==> config.mk <==
export PLATFORM = sky130hd
export DESIGN_NAME = arbiter_requester_flat
export DESIGN_NICKNAME = d
export VERILOG_FILES = /design/src/rtl/arbiter_requester_pkg.sv /design/src/rtl/arbiter_requester_if.sv /design/src/rtl/arbiter_requester_pending_counter.sv /design/src/rtl/arbiter_requester.sv /design/src/flat_wrapper.sv
export SDC_FILE = /design/constraint.sdc
export NUM_CORES = 1
export LEC_CHECK = 0
export CAP_MARGIN = 10
export CORE_UTILIZATION = 36
export DETAILED_ROUTE_END_ITERATION = 10
export GPL_TIMING_DRIVEN = 0
export PLACE_DENSITY = 0.64
export SKIP_LAST_GASP = 1
export SYNTH_ARGS = -nofsm -noshare
export SYNTH_HDL_FRONTEND = slang
export SYNTH_SLANG_ARGS = --single-unit
==> constraint.sdc <==
create_clock -name clk_i -period 4.1 [get_ports clk_i]
set_input_delay 0.82 -clock clk_i [delete_from_list [all_inputs] [get_ports clk_i]]
set_output_delay 0.82 -clock clk_i [all_outputs]
set_load 0.02 [all_outputs]
==> src/rtl/arbiter_requester_pkg.sv <==
// Shared types and width helpers for the arbiter requester block.
package arbiter_pkg;

  typedef enum logic [1:0] {
    ST_IDLE  = 2'd0,
    ST_ISSUE = 2'd1,
    ST_WAIT  = 2'd2
  } state_e;

  // Bits needed to hold the values 0..max inclusive.
  function automatic int cnt_width(input int max);
    return (max < 1) ? 1 : $clog2(max + 1);
  endfunction

endpackage

==> src/rtl/arbiter_requester_if.sv <==
// Request/grant bundle between a requester block and its environment.
interface arbiter_requester_if #(
  parameter int NUM_REQ = 4
);
  logic [NUM_REQ-1:0] push_i;
  logic [NUM_REQ-1:0] push_ready_o;
  logic [NUM_REQ-1:0] req_o;
  logic               req_en_o;
  logic [NUM_REQ-1:0] grant_i;
  logic [NUM_REQ-1:0] done_o;
  logic               timeout_o;
  logic               busy_o;

  modport master (
    input  push_i, grant_i,
    output push_ready_o, req_o, req_en_o, done_o, timeout_o, busy_o
  );

  modport slave (
    output push_i, grant_i,
    input  push_ready_o, req_o, req_en_o, done_o, timeout_o, busy_o
  );
endinterface

==> src/rtl/arbiter_requester_pending_counter.sv <==
// Per-channel pending-request counter, saturating at DEPTH and at zero.
module pending_counter
  import arbiter_pkg::*;
#(
  parameter int DEPTH = 4
) (
  input  logic clk_i,
  input  logic rst_i,
  input  logic inc_i,
  input  logic dec_i,
  output logic full_o,
  output logic nonzero_o
);
  localparam int CW = cnt_width(DEPTH);

  logic [CW-1:0] count_q, count_d;

  assign full_o    = (count_q == CW'(DEPTH));
  assign nonzero_o = (count_q != '0);

  // A simultaneous push and service cancel out, even when full.
  always_comb begin
    count_d = count_q;
    if (inc_i && !dec_i && !full_o) begin
      count_d = count_q + CW'(1);
    end else if (dec_i && !inc_i && nonzero_o) begin
      count_d = count_q - CW'(1);
    end
  end

  always_ff @(posedge clk_i or posedge rst_i) begin
    if (rst_i) begin
      count_q <= '0;
    end else begin
      count_q <= count_d;
    end
  end
endmodule

==> src/rtl/arbiter_requester.sv <==
// Collects per-channel pending requests and runs issue/wait rounds against an
// external arbiter, retiring granted channels or abandoning the round on timeout.
module arbiter_requester
  import arbiter_pkg::*;
#(
  parameter int NUM_REQ = 4,
  parameter int DEPTH   = 4,
  parameter int TIMEOUT = 15
) (
  input logic                 clk_i,
  input logic                 rst_i,
  arbiter_requester_if.master bus
);
  // state    | meaning
  // ST_IDLE  | no round open; start one when any channel has pending work
  // ST_ISSUE | request vector presented with req_en_o for this single cycle
  // ST_WAIT  | holding req_o, waiting for a grant hit or the timeout

  localparam int TW = cnt_width(TIMEOUT);

  state_e             state_q, state_d;
  logic [NUM_REQ-1:0] req_q, req_d;
  logic [NUM_REQ-1:0] done_q, done_d;
  logic               req_en_q, req_en_d;
  logic               tmo_q, tmo_d;
  logic [TW-1:0]      tcnt_q, tcnt_d;

  logic [NUM_REQ-1:0] full;
  logic [NUM_REQ-1:0] nonzero;
  logic [NUM_REQ-1:0] hit;

  // Grants only count against the channels we actually asked for.
  assign hit = (state_q != ST_IDLE) ? (bus.grant_i & req_q) : '0;

  for (genvar k = 0; k < NUM_REQ; k++) begin : g_chan
    pending_counter #(
      .DEPTH(DEPTH)
    ) u_cnt (
      .clk_i    (clk_i),
      .rst_i    (rst_i),
      .inc_i    (bus.push_i[k]),
      .dec_i    (hit[k]),
      .full_o   (full[k]),
      .nonzero_o(nonzero[k])
    );
  end

  always_comb begin
    state_d  = state_q;
    req_d    = req_q;
    req_en_d = 1'b0;
    done_d   = '0;
    tmo_d    = 1'b0;
    tcnt_d   = tcnt_q;
    unique case (state_q)
      ST_IDLE: begin
        if (|nonzero) begin
          state_d  = ST_ISSUE;
          req_d    = nonzero;
          req_en_d = 1'b1;
          tcnt_d   = '0;
        end
      end
      ST_ISSUE: begin
        if (|hit) begin
          done_d  = hit;
          req_d   = '0;
          state_d = ST_IDLE;
        end else begin
          state_d = ST_WAIT;
        end
      end
      ST_WAIT: begin
        if (|hit) begin
          done_d  = hit;
          req_d   = '0;
          state_d = ST_IDLE;
        end else if (tcnt_q == TW'(TIMEOUT - 1)) begin
          tmo_d   = 1'b1;
          req_d   = '0;
          tcnt_d  = TW'(TIMEOUT);
          state_d = ST_IDLE;
        end else begin
          tcnt_d = tcnt_q + TW'(1);
        end
      end
      default: begin
        state_d = ST_IDLE;
        req_d   = '0;
      end
    endcase
  end

  always_ff @(posedge clk_i or posedge rst_i) begin
    if (rst_i) begin
      state_q  <= ST_IDLE;
      req_q    <= '0;
      req_en_q <= 1'b0;
      done_q   <= '0;
      tmo_q    <= 1'b0;
      tcnt_q   <= '0;
    end else begin
      state_q  <= state_d;
      req_q    <= req_d;
      req_en_q <= req_en_d;
      done_q   <= done_d;
      tmo_q    <= tmo_d;
      tcnt_q   <= tcnt_d;
    end
  end

  assign bus.push_ready_o = ~full;
  assign bus.req_o        = req_q;
  assign bus.req_en_o     = req_en_q;
  assign bus.done_o       = done_q;
  assign bus.timeout_o    = tmo_q;
  assign bus.busy_o       = (state_q != ST_IDLE);
endmodule

==> src/flat_wrapper.sv <==
// flat-port wrapper written by rule: the top's interface ports become plain ports
module arbiter_requester_flat import arbiter_pkg::*;
#(
  parameter int NUM_REQ = 4,
  parameter int DEPTH   = 4,
  parameter int TIMEOUT = 15
)
  (clk_i, rst_i, bus_push_i, bus_grant_i, bus_push_ready_o, bus_req_o, bus_req_en_o, bus_done_o, bus_timeout_o, bus_busy_o);
  arbiter_requester_if #(.NUM_REQ(NUM_REQ)) bus_i ();
  input logic clk_i;
  input logic rst_i;
  input wire logic [$bits(bus_i.push_i)-1:0] bus_push_i;
  input wire logic [$bits(bus_i.grant_i)-1:0] bus_grant_i;
  output wire logic [$bits(bus_i.push_ready_o)-1:0] bus_push_ready_o;
  output wire logic [$bits(bus_i.req_o)-1:0] bus_req_o;
  output wire logic [$bits(bus_i.req_en_o)-1:0] bus_req_en_o;
  output wire logic [$bits(bus_i.done_o)-1:0] bus_done_o;
  output wire logic [$bits(bus_i.timeout_o)-1:0] bus_timeout_o;
  output wire logic [$bits(bus_i.busy_o)-1:0] bus_busy_o;
  assign bus_i.push_i = bus_push_i;
  assign bus_i.grant_i = bus_grant_i;
  assign bus_push_ready_o = bus_i.push_ready_o;
  assign bus_req_o = bus_i.req_o;
  assign bus_req_en_o = bus_i.req_en_o;
  assign bus_done_o = bus_i.done_o;
  assign bus_timeout_o = bus_i.timeout_o;
  assign bus_busy_o = bus_i.busy_o;
  arbiter_requester #(.NUM_REQ(NUM_REQ), .DEPTH(DEPTH), .TIMEOUT(TIMEOUT)) u_core (.clk_i(clk_i), .rst_i(rst_i), .bus(bus_i));
endmodule
After elaboration in Yosys (flattened, before gate mapping)

Index checks and enable logic that the tools add are counted.

Word-level logic and storage cells: 107
Output and inout bits: 15
Bits in registers: 28
Input port bits: 10

Mux-type cells: 30
Equality and inequality tests: 11
Reduce and logical (&&, ||, !) cells: 45
Add/sub/neg operators: 9
Bitwise logic cells: 2

Operator list:

| cell                  | count |
|---|---|
| $mux W4               | 10 |
| $mux W3               | 8 |
| $logic_and A1 B1 Y1   | 16 |
| $add A3 B1 Y3 const B | 4 |
| $eq A3 B3 Y1 const B  | 4 |
| $logic_not A1 Y1      | 12 |
| $pmux W4 S3           | 1 |
| $reduce_bool A2 Y1    | 6 |
| $reduce_bool A3 Y1    | 4 |
| $sub A3 B1 Y3 const B | 4 |
| $mux W2               | 4 |
| $pmux W4 S2           | 1 |
| $reduce_or A4 Y1      | 2 |
| $pmux W2 S3           | 1 |
| $reduce_and A3 Y1     | 2 |
| $mux W1               | 5 |
| $add A4 B1 Y4 const B | 1 |
| $and A4 B4 Y4         | 1 |
| $eq A4 B4 Y1 const B  | 1 |
| $ne A2 B1 Y1 const B  | 2 |
| $not A4 Y4            | 1 |
| $ne A3 B1 Y1 const B  | 1 |
| $eq A2 B1 Y1 const B  | 1 |
| $eq A2 B2 Y1 const B  | 1 |
| 4 further kinds       | 4 |

Logic depth before layout (Yosys ltp)

Gate-level depths: netlist of run 1.

Depth in word-level cells: 6
Mapped depth: 10
Gate-level depth less buffers: 9

By module

From an unflattened synthesis of run 1, not the netlist that was laid out.

Cell total of the unflattened synthesis: 176
Area total of the unflattened synthesis: 1,712.9 µm²

By module, submodules not included:

| module                                        | instances | area each (µm²) | cells an instance |
|---|---|---|---|
| arbiter_requester                             | 1         | 832.0           | 84 |
| pending_counter at u_core.g_chan[0].u_cnt ... | 3         | 216.5           | 23 |
| pending_counter at u_core.g_chan[2].u_cnt     | 1         | 231.5           | 23 |

Worst setup path after synthesis of run 1

No wires, ideal clock.

Kind: flip-flop to flip-flop
Start: register u_core.state_q[0]
End: register u_core.g_chan[1].u_cnt.count_q[2]
Data arrival time: 2,397 ps
Path slack: 1,626 ps
Clock period less this slack: 2,474 ps
Path buffers: 1
Cell stages (with the launch flop): 11
Setup time: 78 ps
Cells stage by stage: dfrtp_1 inv_1 ha_1 clkinv_1 nand3_1 clkbuf_1 nand3_1 fa_1 nor4_1 a311oi_1 a21oi_1

Cells in the longest elaborated chain, start to end: 6
Elaborated cells between the ends (all ways): 9
Classes of those cells: mux (2); reduce/logical (7)

Ends and longest elaborated chain:

| item                                          | line                                    | RTL |
|---|---|---|
| start, declared                               | arbiter_requester.sv:21                 | `state_e state_q, state_d;` |
| start signal, assigned                        | arbiter_requester.sv:103                | `state_q <= state_d;` |
| $reduce_bool A2 Y1 (*)                        | -                                       |  |
| named net bus_busy_o                          | flat_wrapper.sv:19                      | `output wire logic [$bits(bus_i.busy_o)-1:0] bus_busy_o;` |
| $mux W4 (*)                                   | arbiter_requester.sv:33                 | `assign hit = (state_q != ST_IDLE) ? (bus.grant_i & req_q) : '0;` |
| $logic_not A1 Y1                              | arbiter_requester_pending_counter.sv:24 | `if (inc_i && !dec_i && !full_o) begin` |
| $logic_and A1 B1 Y1 (2 in series)             | arbiter_requester_pending_counter.sv:24 |  |
| $mux W3 or $reduce_bool A2 Y1 (tied branches) | -                                       |  |
| end signal, assigned                          | arbiter_requester_pending_counter.sv:35 | `count_q <= count_d;` |
| end, declared                                 | arbiter_requester_pending_counter.sv:16 | `logic [CW-1:0] count_q, count_d;` |

Mark *: on every way through the listed nets, which the timed path passes. The rest lies on a longest branch.
A chain may end at the register's enable or synchronous reset.

Worst setup path after layout of run 1

Start: register u_core.state_q[0]
End: register u_core.g_chan[1].u_cnt.count_q[2]

Cells in the longest elaborated chain, start to end: 6
Elaborated cells between the ends (all ways): 9
Classes of those cells: mux (2); reduce/logical (7)

Ends and longest elaborated chain:

| item                                          | line |
|---|---|
| $reduce_bool A2 Y1 (*)                        | arbiter_requester.sv:33 |
| $mux W4 (*)                                   | arbiter_requester.sv:33 |
| $logic_not A1 Y1                              | arbiter_requester_pending_counter.sv:24 |
| $logic_and A1 B1 Y1 (2 in series)             | arbiter_requester_pending_counter.sv:24 |
| $mux W3 or $reduce_bool A2 Y1 (tied branches) | - |

Mark *: on every way between the ends. The rest lies on a longest branch, timed or not.

==> results of run 1 <==
-- power by group --
| group | total, mW | internal [mW] | switching, mW | leakage [nW] |
|---|---|---|---|---|
| registers | 0.533 | 0.385 | 0.148 | 0.350 |
| clock network | 0.177 | 0.0863 | 0.0905 | 0.0288 |
| logic | 0.837 | 0.383 | 0.454 | 0.459 |
| total | 1.55 | 0.854 | 0.693 | 0.838 |
-- routing by layer --
metal  wire length [um]  up-vias  part of all wire, %
li1                   -      714                    -
met1               1750      669                   49
met2               1610       24                   45
met3                131        5                  3.7
met4                 81        0                  2.3
met5                  0        -                    0
-- final timing paths --
check	to	slack [ns]	cells after the start	start
min	u_core.state_q[0]	0.54	1	u_core.state_q[0]
min in group asynchronous	u_core.bus.timeout_o	0.89	2	rst_i
max in group asynchronous	u_core.bus.req_o[3]	2.74	3	rst_i
max reg2reg	u_core.g_chan[1].u_cnt.count_q[2]	1.44	10	u_core.state_q[0]
min reg2reg	u_core.state_q[0]	0.54	1	u_core.state_q[0]
max	u_core.g_chan[1].u_cnt.count_q[2]	1.44	10	u_core.state_q[0]
-- final cells by class --
type	instances	share of cell area (%)
buffer	6	1.10
clock buffer	4	2.68
inverter	8	1.46
multi-input combinational	138	46.3
sequential	28	34.1
tap	52	3.17
timing repair buffer	21	11.1
-- critical path: stages (launching register included) --
cell,delay [ns]
dfrtp_1,0.41
inv_1,0.09
ha_1,0.19
clkinv_1,0.22
nand3_1,0.17
clkbuf_1,0.35
nand3_1,0.17
fa_1,0.50
nor4_1,0.29
a311oi_1,0.08
a21oi_1,0.13
-- cells in the final DEF (no fill, tap or decap), types with 5 or more instances in the layout --
master / instances
inv_1: 7
nor2_1: 24
nand2_1: 13
dfrtp_1: 28
nor3_1: 6
clkdlybuf4s50_1: 20
o31ai_1: 5
nand3_1: 9
xor2_1: 6
ha_1: 5
a21oi_1: 13
clkbuf_1: 6
a311oi_1: 7
-- kinds of logic (layout without fill, tap and decap cells) --
logic type,Yosys count,count (layout),synth area share [%]
adder cells (fa/ha/maj),9,9,8.37
buffers and inverters,14,39,3.08
AND/OR/NAND/NOR,77,77,24.5
flip-flops,28,28,41.1
AO/OA/AOI/OAI,45,45,19.3
XOR/XNOR,7,7,3.60
-- flip-flops by register name, summed over array words and instances, names as in the netlist --
signal                       cells
u_core.bus.timeout_o             1
u_core.bus.done_o                4
u_core.bus.req_en_o              1
u_core.state_q                   2
u_core.g_chan.u_cnt.count_q     12
u_core.tcnt_q                    4
u_core.bus.req_o                 4
-- stage by stage --
stage | instances | utilization [%]
final | 257 | 46.2
after global routing | 257 | 46.2
after global placement | 252 | 44.3
after CTS | 256 | 45.6
after detailed placement | 252 | 44.3
after floorplan | 180 | -
==> flow_summary_export.csv, run 1 <==
group,metric,value,unit
timing,worst_slack,1.44,ns
synth,synth_cell_type_count,37,
synth,yosysWarnings,0,
die,dieWidth,70.8,um
final_layout,fill_cells,452,
route,drc,0,
timing,finClkSkew,0.00546,ns
grt,grt_use_met2,24.6,%
synth,synth_area_leaders,"dfrtp_1, nor2_1, fa_1",
timing,setup_tns,0,ns
die,dieArea,0.00501,mm2
final_layout,area_growth,20.4,%
timing,hold-worst-slack,0.537,ns
clock_network,ctsResizeCount,0,
route,ant_nets,0,
synth,synth_largest_area_cell,"dfrtp_1",
synth,ys.flop_type,"dfrtp_1",
synth,seq_area_frac_synth,41.1,%
setup_path,end_kind,"register",
clock_network,clk_latency,0.29,ns
die,row_count,24,
pwr,power_density,754,mW/mm2
synth,syn_avg_cell_area,9.47,um2
place,post_dp_cell_area,0.00197,mm2
timing,tightest_slew,0.579,ns
grt,grt_pass1_vias,1290,
route,wl_per_cell,13.9,um
place,place_ws,1.15,ns
clock_network,clockBufferDepth,2,
route,wl,3580,um
final_layout,diodes,0,
final_layout,seq_area,701,um2
setup_path,start_kind,"register",
synth,syn_area,0.00170,mm2
timing,drv_slew,0,
place,port_buffers,20,
final_layout,nNetsFinal,225,
pwr,p_leak,0.838,nW
die,start_util,38.3,%
route,drt_iter0_drc,81,
final_layout,final_layout_size_suffix_gt1_share,5.85,%
place,detailed_place_hpwl,2590,um
hold_path,hold_path.class,"reg -> reg",
timing,fmax,376,MHz
clock_network,hold_buffers,0,
timing,min_period_over_period,64.9,%
clock_network,clk_pin_slew,0.10,ns
place,gp_congestion,0.806,
setup_path,criticalPathCategory,"reg -> reg",
setup_path,crit_arrival,2.88,ns
grt,grt_use_met3,2.42,%
grt,grt_max_degree,29,
pwr,total_power,1.55,mW
synth,ys_async_sr_fraction,100,%
final_layout,multi_input_area,951,um2
job,maxCapViolCount,0,
timing,relSlewSlack,61.4,%
synth,syn-instance-count,180,
clock_network,cts_tree,"done",
clock_network,h-tree-depth,1,
route,num_vias,1412,
route,dr.pass1.iters,6,
run_status,status,"finished, final reports clean",
die,die_h,70.8,um
synth,synth_top_area_share,41.1,%
die,ios,25,
clock_network,cts_sinks,28,
clock_network,clockRootBuffer,"clkbuf_8",
die,fp.coreArea,0.00444,mm2
grt,grt.total_usage,15.3,%
grt,grt_pass1_wl,6000,um
clock_network,post_cts_buffers,0,
synth,ys_ff_latch,28,
timing,period_needed,2.66,ns
setup_path,crit_fanout,10,
timing,finalSetupViolCount,0,
grt,overflow,0,
final_layout,stdcell_area,0.00205,mm2
synth,synth.most_common_cell,"dfrtp_1",
route,avgViaCountPerCell,5.49,
grt,gr-usage-met1,19.9,%
grt,busiest_layer,"met2",
synth,synth_common_cells,"dfrtp_1, nor2_1, a21oi_1, nand2_1, nand3_1",
grt,antenna_found_initial,0,
setup_path,crit_required,4.32,ns
pwr,vdd_drop_max,0.301,mV
synth,syn-num-nets,199,
synth,synth_edf_count,0,
timing,rsz0062_at_grt,"false",
timing,hold_violations,0,
clock_network,numCtsBuffers,3,
Power figures use the tool's default switching activity.
==> inputs of run 2 (changes only) <==
clock period = 2.75 ns   (was 4.1 ns; I/O delays follow)
==> run 2 against run 1 <==
Compared with the run above:
- sequential power increased by 49%
- final area about the same
- non-clock buffer count decreased by 1
- clock skew barely moved
- sequential cell count did not move
- critical path depth decreased by 1
- combinational power rose by 49%
- clock power grew 49%
- die area unchanged
- power increased by 49%
- routed wire length rose by 0.48%
- highest routed layer unchanged
==> flow_summary_export.csv, run 2 (synthesized netlist as in run 1, its figures left out) <==
group,metric,value,unit
setup_path,r2r_cells,9,
clock_network,clk_latency,0.29,ns
setup_path,crit_fanout,11,
setup_path,timing.rr.start,"u_core.state_q[0]",
die,fp.coreArea,0.00444,mm2
timing,tightest_slew,0.580,ns
route,dr.pass1.iters,6,
final_layout,final_layout_size_suffix_gt1_share,6.37,%
grt,antenna_found_initial,0,
timing,rsz0062_at_grt,"true",
final_layout,largest_register_ffs,12,
final_layout,nNetsFinal,224,
clock_network,cts_tree,"done",
setup_path,r2r_slack,0.21,ns
pwr,p_leak,0.837,nW
pwr,power_density,1120,mW/mm2
setup_path,crit_arrival,2.76,ns
timing,drv_slew,0,
timing,finalSetupViolCount,0,
route,ant_nets,0,
timing,fmax,394,MHz
final_layout,final_cell_mix,"dfrtp_1, nor2_1, clkdlybuf4s50_1",
timing,hold-worst-slack,0.538,ns
die,dieArea,0.00501,mm2
timing,relSlewSlack,61.3,%
route,drc,0,
clock_network,numCtsBuffers,3,
hold_path,hold_path.class,"reg -> reg",
clock_network,clockBufferDepth,2,
final_layout,post-route-util,46.2,%
clock_network,h-tree-depth,1,
place,dp.cells,252,
route,num_vias,1427,
final_layout,fill_cells,453,
clock_network,cts_sinks,28,
route,avgViaCountPerCell,5.57,
hold_path,min_to,"u_core.state_q[0]",
grt,overflow,0,
pwr,vdd_drop_max,0.449,mV
route,wl,3590,um
timing,min_period_over_period,92.3,%
final_layout,area_growth,20.5,%
die,start_util,38.3,%
setup_path,end_kind,"register",
clock_network,clockRootBuffer,"clkbuf_8",
setup_path,start_kind,"register",
timing,hold_violations,0,
setup_path,criticalPathCategory,"reg -> reg",
place,port_buffers,20,
grt,grt_pass1_vias,1290,
job,maxCapViolCount,0,
setup_path,crit_required,2.97,ns
final_layout,fin_cells,256,
die,die_h,70.8,um
setup_path,r2r-end,"u_core.g_chan[1].u_cnt.count_q[2]",
grt,grt_max_degree,29,
grt,grt_pass1_wl,6000,um
timing,period_needed,2.54,ns
die,row_count,24,
timing,finClkSkew,0.00511,ns
hold_path,hold_start,"u_core.state_q[0]",
grt,grt.total_usage,15.3,%
route,wl_per_cell,14.0,um
die,ios,25,
hold_path,whs_path_depth,1,
clock_network,clk_pin_slew,0.10,ns
place,gp_congestion,0.806,
final_layout,largest_register,"u_core.g_chan.u_cnt.count_q",
place,detailed_place_hpwl,2590,um
run_status,status,"finished, final reports clean",
die,dieWidth,70.8,um
final_layout,layout_commonest_cell,"dfrtp_1",
route,drt_iter0_drc,84,
final_layout,diodes,0,
[run 2: cell count changes in the layout (fill, tap and decap cells not counted)]
cell / delta
nand3_2: +1
clkbuf_1: -1
nand3_1: -1
[run 2: repair_timing]
action	in CTS	in global routing
setup endpoints to repair	0	2
buffers inserted	0	0
resized for setup	0	1
hold buffers	0	0
[run 2: worst max path at each step]
stage / cells past startpoint / to / start
after floorplan: 10 / u_core.g_chan[1].u_cnt.count_q[2] / u_core.state_q[0]
after global placement: 8 / u_core.g_chan[1].u_cnt.count_q[2] / bus_grant_i[1]
after detailed placement: 8 / u_core.g_chan[1].u_cnt.count_q[2] / bus_grant_i[1]
after CTS: 10 / u_core.g_chan[1].u_cnt.count_q[2] / u_core.state_q[0]
after global routing: 9 / u_core.g_chan[1].u_cnt.count_q[2] / u_core.state_q[0]
final: 9 / u_core.g_chan[1].u_cnt.count_q[2] / u_core.state_q[0]
[run 2: worst max-delay path, stage by stage, from the launching register on]
cell and delay, ns:
dfrtp_1 0.41, inv_1 0.10, ha_1 0.19, clkinv_1 0.22
nand3_1 0.39, nand3_1 0.17, fa_1 0.50, nor4_1 0.29
a311oi_1 0.08, a21oi_1 0.13
[run 2: metal layers]
metal | track usage (%) | up-vias | routed length [um]
li1 | - | 712 | -
met2 | 24.6 | 34 | 1630
met1 | 19.9 | 676 | 1730
met4 | 8.00 | 0 | 81
met5 | 0 | - | 0
met3 | 2.42 | 5 | 149
[run 2: layout make-up]
| class | count | area (um2) | area share [%] |
|---|---|---|---|
| Clock buffer | 4 | 55.1 | 2.68 |
| Timing Repair Buffer | 21 | 228 | 11.1 |
| Sequential cell | 28 | 701 | 34.1 |
| Buffer | 5 | 18.8 | 0.914 |
| Tap cell | 52 | 65.1 | 3.17 |
| Multi-Input combinational cell | 138 | 956 | 46.6 |
| Inverter | 8 | 30.0 | 1.46 |
[run 2: through the flow]
| step | setup TNS [ns] | power, mW | cell area (um2) | setup slack [ns] |
|---|---|---|---|---|
| after global placement | 0 | 2.02 | 1970 | 0.0713 |
| after global routing | -0.00276 | 2.53 | 2050 | -0.00276 |
| after CTS | 0 | 2.33 | 2020 | 0.0681 |
| after detailed placement | 0 | 2.05 | 1970 | 0.0687 |
| final | 0 | 2.31 | 2050 | 0.212 |
| after floorplan | 0 | 1.67 | 1700 | 0.276 |
[run 2: power by group]
group          switching [mW]  internal (mW)  leakage (nW)
logic                   0.679          0.571         0.459
clock network           0.134          0.129        0.0288
registers               0.222          0.574         0.350
==> inputs of run 3 (changes only) <==
CORE_MARGIN = 1   (was unset)
GPL_TIMING_DRIVEN = unset   (was 0)
==> run 3 against run 2 <==
Compared with the run above:
- die area is the same
- sequential power is essentially flat
- critical endpoint is now bus_busy_o
- largest power group unchanged
- via count grew 1.1%
- combinational power is essentially flat
- count of clock-buffer cells in the layout shrank 1
- largest cell class unchanged
==> flow_summary_export.csv, run 3 (synthesized netlist as in run 1, its figures left out) <==
group,metric,value,unit
final_layout,area_growth,22.5,%
grt,grt_pass1_wl,6220,um
timing,setup_tns,0,ns
route,ant_nets,0,
grt,grt_use_met3,2.28,%
final_layout,post-route-util,47.0,%
die,fp.coreArea,0.00444,mm2
place,dp.cells,258,
pwr,p_leak,0.863,nW
timing,relSlewSlack,70.6,%
run_status,status,"finished, final reports clean",
clock_network,ctsResizeCount,0,
clock_network,clockRootBuffer,"clkbuf_8",
timing,fmax,433,MHz
timing,hold_violations,0,
die,die_h,70.8,um
setup_path,r2r_slack,0.53,ns
grt,overflow,0,
clock_network,cts_sinks,28,
grt,grt_pass1_vias,1336,
final_layout,largest_register,"u_core.g_chan.u_cnt.count_q",
grt,gr-usage-met1,22.0,%
final_layout,fin_cells,261,
route,drc,0,
place,post_dp_cell_area,0.00205,mm2
setup_path,crit_required,2.20,ns
setup_path,start_kind,"register",
timing,period_needed,2.31,ns
timing,finClkSkew,0.00576,ns
die,row_count,24,
grt,busiest_layer,"met2",
job,maxCapViolCount,0,
place,gp_congestion,0.806,
grt,grt_max_degree,29,
route,avgViaCountPerCell,5.53,
route,dr.pass1.iters,6,
grt,grt_use_met2,24.6,%
final_layout,largest_register_ffs,12,
setup_path,crit_fanout,7,
timing,tightest_slew,0.435,ns
final_layout,final_layout_size_suffix_gt1_share,8.61,%
setup_path,criticalPathCategory,"reg -> out",
final_layout,layout_commonest_cell,"dfrtp_1",
timing,min_period_over_period,84.0,%
route,drt_iter0_drc,87,
timing,finalSetupViolCount,0,
final_layout,fill_cells,433,
final_layout,diodes,0,
clock_network,clockBufferDepth,2,
final_layout,nNetsFinal,230,
timing,rsz0062_at_grt,"false",
die,ios,25,
route,wl_per_cell,13.5,um
clock_network,post_cts_buffers,0,
clock_network,hold_buffers,0,
clock_network,clk_pin_slew,0.09,ns
route,wl,3540,um
place,detailed_place_hpwl,2590,um
place,port_buffers,24,
die,dieWidth,70.8,um
clock_network,h-tree-depth,1,
route,num_vias,1443,
setup_path,crit_arrival,1.76,ns
timing,drv_slew,0,
grt,antenna_found_initial,0,
clock_network,clk_latency,0.28,ns
grt,grt.total_usage,15.8,%
final_layout,final_cell_mix,"dfrtp_1, nor2_1, clkdlybuf4s50_1",
clock_network,numCtsBuffers,3,
hold_path,hold_path.class,"reg -> reg",
final_layout,stdcell_area,0.00209,mm2
pwr,power_density,1100,mW/mm2
die,dieArea,0.00501,mm2
die,start_util,38.3,%
clock_network,cts_tree,"done",
setup_path,end_kind,"primary output",
pwr,vdd_drop_max,0.418,mV
run 3: cell count changes in the layout (fill, tap and decap cells not counted):
cell	change
buf_16	-1
buf_4	+8
clkbuf_1	-5
clkbuf_8	-1
clkdlybuf4s50_1	+4
nand3_1	+1
nand3_2	-1
run 3: power breakdown:
group | switching, mW | internal, mW
combinational | 0.676 | 0.596
sequential | 0.222 | 0.574
clock | 0.127 | 0.0987
run 3: worst paths after layout:
path,from,to,cells after the start
setup / recovery,u_core.state_q[0],bus_busy_o,4
hold / removal,u_core.state_q[0],u_core.state_q[0],1
setup reg to reg,u_core.state_q[0],u_core.g_chan[2].u_cnt.count_q[2],9
hold reg to reg,u_core.state_q[0],u_core.state_q[0],1
max in group asynchronous,rst_i,u_core.tcnt_q[3],3
min in group asynchronous,rst_i,u_core.g_chan[3].u_cnt.count_q[0],3
run 3: final cells by class:
type / count / area [um2] / area share [%]
flip-flops and latches: 28 / 701 / 33.6
inverters: 8 / 30.0 / 1.44
clock buffers: 3 / 41.3 / 1.98
repair buffers: 32 / 300 / 14.4
multi-input cells: 138 / 951 / 45.5
well taps: 52 / 65.1 / 3.12
run 3: layer usage:
metal	vias up	share of wire (%)
li1	723	-
met5	-	0
met4	0	2.1
met2	28	44
met3	5	3.3
met1	687	51
run 3: per-stage QoR:
stage | hold slack [ns] | setup slack (ns) | total power, mW
finish | 0.545 | 0.439 | 2.29
global route | 0.575 | 0.282 | 2.53
CTS | 0.551 | 0.397 | 2.31
detailed placement | 0.529 | 0.348 | 2.07
global placement | 0.518 | 0.422 | 2.06
floorplan | 0.489 | 0.276 | 1.67
run 3: worst max-delay path, stage by stage, from the launching register on:
cell             delay [ns]
dfrtp_1                0.41
inv_1                  0.08
ha_1                   0.17
clkinv_1               0.21
clkdlybuf4s50_1        0.61
